===== src/rtl/cpu_pkg.sv =====
// Shared definitions for the fetch/PC path: branch-type codes, sequencer
// state encoding and the default reset PC.
package cpu_pkg;

  localparam logic [31:0] RESET_PC_DEFAULT = 32'h0000_0000;

  localparam logic [2:0] BR_NONE = 3'b000;
  localparam logic [2:0] BR_JAL  = 3'b001;
  localparam logic [2:0] BR_JALR = 3'b010;
  localparam logic [2:0] BR_EQ   = 3'b100;
  localparam logic [2:0] BR_NE   = 3'b101;
  localparam logic [2:0] BR_LT   = 3'b110;
  localparam logic [2:0] BR_GE   = 3'b111;

  typedef enum logic [1:0] {
    ST_FETCH   = 2'd0,
    ST_ISSUE   = 2'd1,
    ST_RESOLVE = 2'd2,
    ST_TRAP    = 2'd3
  } pc_state_t;

  // Register-indirect target: bit 0 is always cleared, bit 1 is left for the
  // alignment check.
  function automatic logic [31:0] jalr_target(input logic [31:0] rs1_val,
                                              input logic [31:0] imm_val);
    return (rs1_val + imm_val) & 32'hFFFF_FFFE;
  endfunction

endpackage


===== src/rtl/branch_cond.sv =====
// Branch decision: maps the decoded branch type and the ALU flags to taken.
// Unused code 011 falls through to not-taken.
module branch_cond
  import cpu_pkg::*;
(
  input  logic [2:0] branch,
  input  logic       less,
  input  logic       zero,
  output logic       taken
);

  always_comb begin
    taken = 1'b0;
    case (branch)
      BR_JAL:  taken = 1'b1;
      BR_JALR: taken = 1'b1;
      BR_EQ:   taken = zero;
      BR_NE:   taken = ~zero;
      BR_LT:   taken = less;
      BR_GE:   taken = ~less;
      default: taken = 1'b0;
    endcase
  end

endmodule


===== src/rtl/pc_gen.sv =====
// Program counter and fetch sequencer: fetches at pc, holds the word for
// decode, then resolves the next pc from the execute-stage branch result.
//
// state      | meaning
// -----------+------------------------------------------------------------
// ST_FETCH   | if_req high at pc, waiting for if_ack
// ST_ISSUE   | instr held valid, waiting for instr_ready
// ST_RESOLVE | waiting for ex_valid to pick the next pc
// ST_TRAP    | misaligned target seen; idle until reset
module pc_gen
  import cpu_pkg::*;
#(
  parameter logic [31:0] RESET_PC = RESET_PC_DEFAULT
) (
  input  logic        clk,
  input  logic        rst_n,
  output logic        if_req,
  output logic [31:0] if_addr,
  input  logic        if_ack,
  input  logic [31:0] if_rdata,
  output logic [31:0] instr,
  output logic        instr_valid,
  input  logic        instr_ready,
  output logic [31:0] pc,
  input  logic        ex_valid,
  input  logic [2:0]  branch,
  input  logic        less,
  input  logic        zero,
  input  logic [31:0] imm,
  input  logic [31:0] rs1,
  output logic        redirect,
  output logic        misalign
);

  pc_state_t   state, state_nxt;
  logic [31:0] pc_q;
  logic [31:0] instr_q;
  logic        redirect_q;
  logic        misalign_q;

  logic        taken;
  logic [31:0] pc_plus4;
  logic [31:0] target;
  logic        target_bad;
  logic        ack_fire;
  logic        resolve_fire;

  branch_cond u_branch_cond (
    .branch (branch),
    .less   (less),
    .zero   (zero),
    .taken  (taken)
  );

  assign pc_plus4 = pc_q + 32'd4;

  always_comb begin
    target = pc_plus4;
    if (taken) begin
      if (branch == BR_JALR) target = jalr_target(rs1, imm);
      else                   target = pc_q + imm;
    end
  end

  assign target_bad   = target[1];
  assign ack_fire     = (state == ST_FETCH) && if_ack;
  assign resolve_fire = (state == ST_RESOLVE) && ex_valid;

  always_ff @(posedge clk) begin
    if (!rst_n) state <= ST_FETCH;
    else        state <= state_nxt;
  end

  always_comb begin
    state_nxt = state;
    case (state)
      ST_FETCH:   if (if_ack) state_nxt = ST_ISSUE;
      ST_ISSUE:   if (instr_ready) state_nxt = ST_RESOLVE;
      ST_RESOLVE: if (ex_valid) state_nxt = target_bad ? ST_TRAP : ST_FETCH;
      ST_TRAP:    state_nxt = ST_TRAP;
      default:    state_nxt = ST_FETCH;
    endcase
  end

  always_ff @(posedge clk) begin
    if (!rst_n) begin
      pc_q       <= RESET_PC;
      instr_q    <= '0;
      redirect_q <= 1'b0;
      misalign_q <= 1'b0;
    end else begin
      redirect_q <= 1'b0;
      if (ack_fire) instr_q <= if_rdata;
      if (resolve_fire) begin
        if (target_bad) begin
          misalign_q <= 1'b1;
        end else begin
          pc_q       <= target;
          redirect_q <= (target != pc_plus4);
        end
      end
    end
  end

  // Reset gates the request so an ack arriving while reset is held is never
  // requested or consumed.
  always_comb begin
    if_req      = (state == ST_FETCH) && rst_n;
    if_addr     = pc_q;
    instr_valid = (state == ST_ISSUE);
    instr       = instr_q;
    pc          = pc_q;
    redirect    = redirect_q;
    misalign    = misalign_q;
  end

endmodule

===== config.mk =====
export PLATFORM = sky130hd
export DESIGN_NAME = pc_gen
export DESIGN_NICKNAME = d
export VERILOG_FILES = /design/src/rtl/cpu_pkg.sv /design/src/rtl/branch_cond.sv /design/src/rtl/pc_gen.sv
export SDC_FILE = /design/constraint.sdc
export NUM_CORES = 1
export LEC_CHECK = 0
export BUFFER_PORTS_ARGS = -buffer_cell sky130_fd_sc_hd__buf_2
export CORE_UTILIZATION = 56
export DETAILED_ROUTE_END_ITERATION = 16
export PLACE_DENSITY_LB_ADDON = 0.12
export SYNTH_ARGS = -nofsm -noshare
export SYNTH_HDL_FRONTEND = slang
export SYNTH_SLANG_ARGS = --single-unit

===== constraint.sdc =====
create_clock -name clk -period 5.31 [get_ports clk]
set_clock_uncertainty 0.1 [all_clocks]
set_input_delay 1.593 -clock clk [delete_from_list [all_inputs] [get_ports clk]]
set_output_delay 1.593 -clock clk [all_outputs]
set_load 0.1 [all_outputs]

==> After elaboration in Yosys (flattened, before gate mapping) <==
Index checks and enable logic that the tools add are counted.
{ "totals": {"reg_bits": 67, "latchBits": 0, "ramBits": 0, "romBits": 0, "memories": 0} }
{ "op_classes": {"n_addsub": 3, "multipliers": 0, "n_div": 0, "order_cmp": 0, "eq_ne": 13, "n_shift": 0, "muxes": 8, "bitwise_logic": 5, "n_reduce_logical": 9} }
{ "op_table": {"columns": ["op", "count"], "rows": [
  ["32-bit adder", 2],
  ["32-bit two-way mux", 2],
  ["32-bit by 3-bit adder with 32-bit output (second input constant)", 1],
  ["32-bit inequality test", 1],
  ["3-bit == test (second input constant)", 4],
  ["2-bit two-way mux", 4],
  ["2-bit one-hot mux with 4 select lines", 1],
  ["1-bit NOT", 5],
  ["1-bit one-hot mux with 5 select lines", 1],
  ["2-bit == test (second input constant)", 2],
  ["2-bit inequality test (second input constant)", 2],
  ["2-bit AND reduction", 2],
  ["3-bit by 1-bit == test with 1-bit output (second input constant)", 1],
  ["3-bit by 2-bit == test with 1-bit output (second input constant)", 1],
  ["1-bit logical AND", 3],
  ["3-bit AND reduction", 1],
  ["3-bit OR reduction", 1],
  ["2-bit by 1-bit == test with 1-bit output (second input constant)", 1],
  ["2-bit logical NOT", 1],
  ["2-bit by 1-bit inequality test with 1-bit output (second input constant)", 1],
  ["2-bit OR reduction", 1]
]} }

==> Depth between registers and ports, before layout <==
{ "depth": {"word_depth": 7, "depth_mapped": 14, "ltp_nobuf": 14} }

==> By module <==
A second synthesis with hierarchy kept.
{ "unflattened": {"hier_cells": 1164, "area_unflattened_um2": 8465.6} }
{ "modules_own_cells": {"columns": ["module", "n_inst", "cells_each", "area_per_inst_um2"], "rows": [
  ["pc_gen", 1, 1160, 8441.8],
  ["branch_cond", 1, 4, 23.8]
]} }

==> Least setup slack after synthesis <==
Ideal clock, no wire load.
{ "synth_timing": {"path_type": "input-to-reg", "start": "in imm[12]", "end": "reg redirect_q (netlist: redirect)", "setup_ps": 128, "t_arrival_ps": 4781, "setup_slack_ps": 301, "cell_stages": 13, "path_cell_list": "ha_1 buf_6 a21oi_4 o21ai_2 a311o_1 or3_1 o221a_4 a22o_1 o31a_2 xnor2_1 or4_4 a2111oi_2 a31oi_1"} }
{ "synth_via": {"elab_chain_len": 4, "word_cells_on_any_way": 5, "cone_classes": "add/sub (2); eq/ne (1); mux (2)"} }
{ "synth_lines": {"columns": ["item", "line", "source"], "rows": [
  ["start: declaration", "pc_gen.sv:29", "input logic [31:0] imm,"],
  ["32-bit adder, on equally long branches", "pc_gen.sv:61, cpu_pkg.sv:26", null],
  ["32-bit two-way mux (*)", "pc_gen.sv:60", "if (branch == BR_JALR) target = jalr_target(rs1, imm);"],
  ["32-bit two-way mux (*)", "pc_gen.sv:59", "if (taken) begin"],
  ["32-bit inequality test (*)", "pc_gen.sv:99", "redirect_q <= (target != pc_plus4);"],
  ["end signal: assignment", "pc_gen.sv:99", null],
  ["end: declaration", "pc_gen.sv:38", "logic redirect_q;"]
]} }
Mark *: on every way between the ends. The rest lies on a longest branch, timed or not.
A chain may end at the register's enable or synchronous reset.

==> Final worst setup path <==
Ends and elaborated chain as after synthesis.

==> flow_summary.toml <==
[outcome]
outcome = "finished, final reports clean"

[die]
initial_core_util_pct = 57.6
coreArea_mm2 = 0.0146
die_w_um = 125
io_pins = 206
rows = 44
die_h_um = 125
dieArea_mm2 = 0.0155

[sta]
maxSlewViolCount = 0
worst_pin_slew_ns = 1.11
hold_viol = 0
relSlewSlack_pct = 26.0
final.min_clock_period_ns = 5.10
setup_viol = 0
max_freq_mhz = 196
rsz0062_at_grt = "false"
setup_ws_ns = 0.214
finalCritPeriodShare_pct = 96.0

[placed_design]
io_buffers = 203
place_congestion = 0.997
dp_hpwl_mm = 21.0
place_ws_ns = -0.105

[critical_path]
cp.required_ns = 5.41
cp.depth = 15
worstSetupStartpoint = "imm[12]"
crit_top_cell = "nand4_1"
r2r-start = "if_addr[5]"
crit_chain = "buf_2 > ha_1 > nand4_1 > or3_1 > a21oi_2 > o21ai_0 > buf_4 > a21o_1 > a211oi_1 > nor2_1 > a21oi_1 > nand4_1 > or4_4 > a2111oi_2 > a31oi_1"
slowest_delay_ns = 0.49
r2r-end = "redirect"
path_max_fanout = 4
critPathCaptureType = "register"
critical_path_buf_inv_count = 2
slowest_stage = "or4_4"
crit_end = "redirect"
crit_arrival_ns = 5.20
r2r_cells = 13
rrSetupSlack_ns = 1.08
start_kind = "input port"
worstSetupPathType = "input port to register"
crit_family = "compound AO/OA/AOI/OAI gates"

[global_route]
grt-ovfl-total = 0
antenna_found_initial = 0
grt_pass1_vias = 8696
track_usage_pct = 33.9
grt_max_degree = 68
grt_pass1_wl_mm = 43.0

[yosys]
netlist_top_cells_count = "nand2_1 (172), nor2_1 (89), a21oi_1 (88), o21ai_0 (71), dfxtp_1 (67)"
yosysWarnings = 0
yosys.area.top_type = "dfxtp_1"
synth_top_area_share_pct = 16.0
synth_most_common_cell = "nand2_1"
synth_area_leaders = "dfxtp_1 (16%), ha_1 (9.2%), nand2_1 (7.7%)"
yosysSeqAreaShare_pct = 16.0
synthArstFlopShare_pct = 0
avgSynthCellArea_um2 = 7.14
synthCells = 1177
ys_ff_latch = 67
synth-edff-count = 0
synth_cell_types = 86
synth_flop_cell = "dfxtp_1"
syn-cell-area_mm2 = 0.00840

[final_layout]
syn2layout_area_growth_pct = 19.3
utilization_pct = 68.7
fin_nets = 1538
drive_gt1_share_pct = 24.5
insertedDiodeCount = 0

[detailed_routing]
drtIter0Drc = 813
finalWirelength_mm = 26.8
vias = 9413
avgViaCountPerCell = 6.04
ant_nets = 0
wl_per_cell_um = 17.2
drt-pass1-iter-count = 6
drc = 0

[clock_network]
clkLatencyLatePin_ns = 0.33
cts_made_buffers = 9
root_buffer = "clkbuf_16"
clockBufferDepth = 2
clkSlewWorstSetupHoldPaths_ns = 0.06
cts_tree = "built"
postCtsHoldBufs = 0
clkSinkCount = 67
cts_max_level = 3

[worst_hold_path]
hp-class = "register to register"

[pwr]
vdd_drop_max_mv = 0.171
power.density_mw_per_mm2 = 212
p_leak_nw = 4.61

[flow_run]
drv_cap = 0
-- cells by family after synthesis --
| family | synth area share [%] |
|---|---|
| xor gates and xnor gates | 9.25 |
| and+or+nand+nor | 25.6 |
| buffers and inverters | 7.55 |
| adders and majority gates | 9.47 |
| DFF | 16.0 |
| other | 0.0446 |
| muxes | 1.55 |
| AOI/OAI and AO/OA | 30.6 |
-- flip-flops by register name (all words and copies together), names as in the netlist --
signal    count
instr        32
if_addr      31
state         2
misalign      1
redirect      1
-- how the worst min path moves through the flow --
stage	from	slack [ns]	end	depth (start not counted)
after detailed placement	instr[5]	0.35	instr[5]	2
after global routing	instr[0]	0.38	instr[0]	2
after floorplan	state[0]	0.41	state[1]	2
after CTS	instr[5]	0.36	instr[5]	2
after global placement	instr[25]	0.35	instr[25]	2
final	instr[19]	0.36	instr[19]	2
-- layout by cell type (no fill, tap or decap), drive strengths merged, types with 13 or more instances in the layout --
cell / netlist / final
o211ai: 14 / 14
and3: 17 / 17
xnor2: 51 / 51
or3: 15 / 15
nand2: 172 / 172
mux2i: 13 / 13
nor2b: 19 / 19
a21boi: 45 / 45
xor2: 35 / 35
dfxtp: 67 / 67
and2: 13 / 13
nor2: 89 / 89
a211oi: 23 / 23
buf: 50 / 271
nor3: 24 / 24
nand3: 44 / 44
a31oi: 15 / 15
a21oi: 92 / 92
inv: 23 / 23
a21o: 19 / 19
nand2b: 13 / 13
o21ai: 78 / 78
ha: 62 / 62
-- metal layers --
metal	routed length, um	GRT usage, %	share of wire (%)	up-vias
met3	1850	5.03	6.9	48
met4	769	12.1	2.9	0
met5	0	0	0	-
li1	-	-	-	4635
met1	11700	43.1	44	4306
met2	12500	57.7	47	424
-- what timing repair did --
action | CTS | global route
endpoints found under the setup margin | 0 | 1
setup buffers | 0 | 1
resized for setup | 0 | 8
-- worst reg2reg max path: cells and delay by family, from the launching register on --
kind	cells	cell delay (ns)
DFF	1	0.58
and+or+nand+nor	4	0.91
xor gates and xnor gates	1	0.26
adders and majority gates	1	0.35
AOI/OAI and AO/OA	7	1.92
-- stage by stage --
step / area [um^2] / TNS [ns] / std cells / hold WS, ns / total power [mW]
2_1_floorplan: 8410 / 0 / 1178 / 0.412 / 1.25
3_3_place_gp: 9640 / -0.125 / 1541 / 0.348 / 1.48
3_5_place_dp: 9640 / -0.105 / 1541 / 0.354 / 1.48
4_1_cts: 9960 / 0 / 1557 / 0.361 / 2.12
5_1_grt: 10000 / 0 / 1558 / 0.379 / 2.23
6_report: 10000 / 0 / 1558 / 0.358 / 2.13
-- power by group --
group	switching, mW	leakage (nW)	internal (mW)
combinational	0.634	3.91	0.309
sequential	0.0221	0.545	0.528
clock	0.222	0.153	0.411
-- final cells by class --
type	instances	area [um^2]
Sequential cell	67	1340
Clock buffer	10	229
Multi-Input combinational cell	997	6510
Timing Repair Buffer	271	1540
Inverter	23	86.3
Clock inverter	6	90.1
Tap cell	184	230
Fill cell	1283	4560
(Power assumes the default switching activity.)
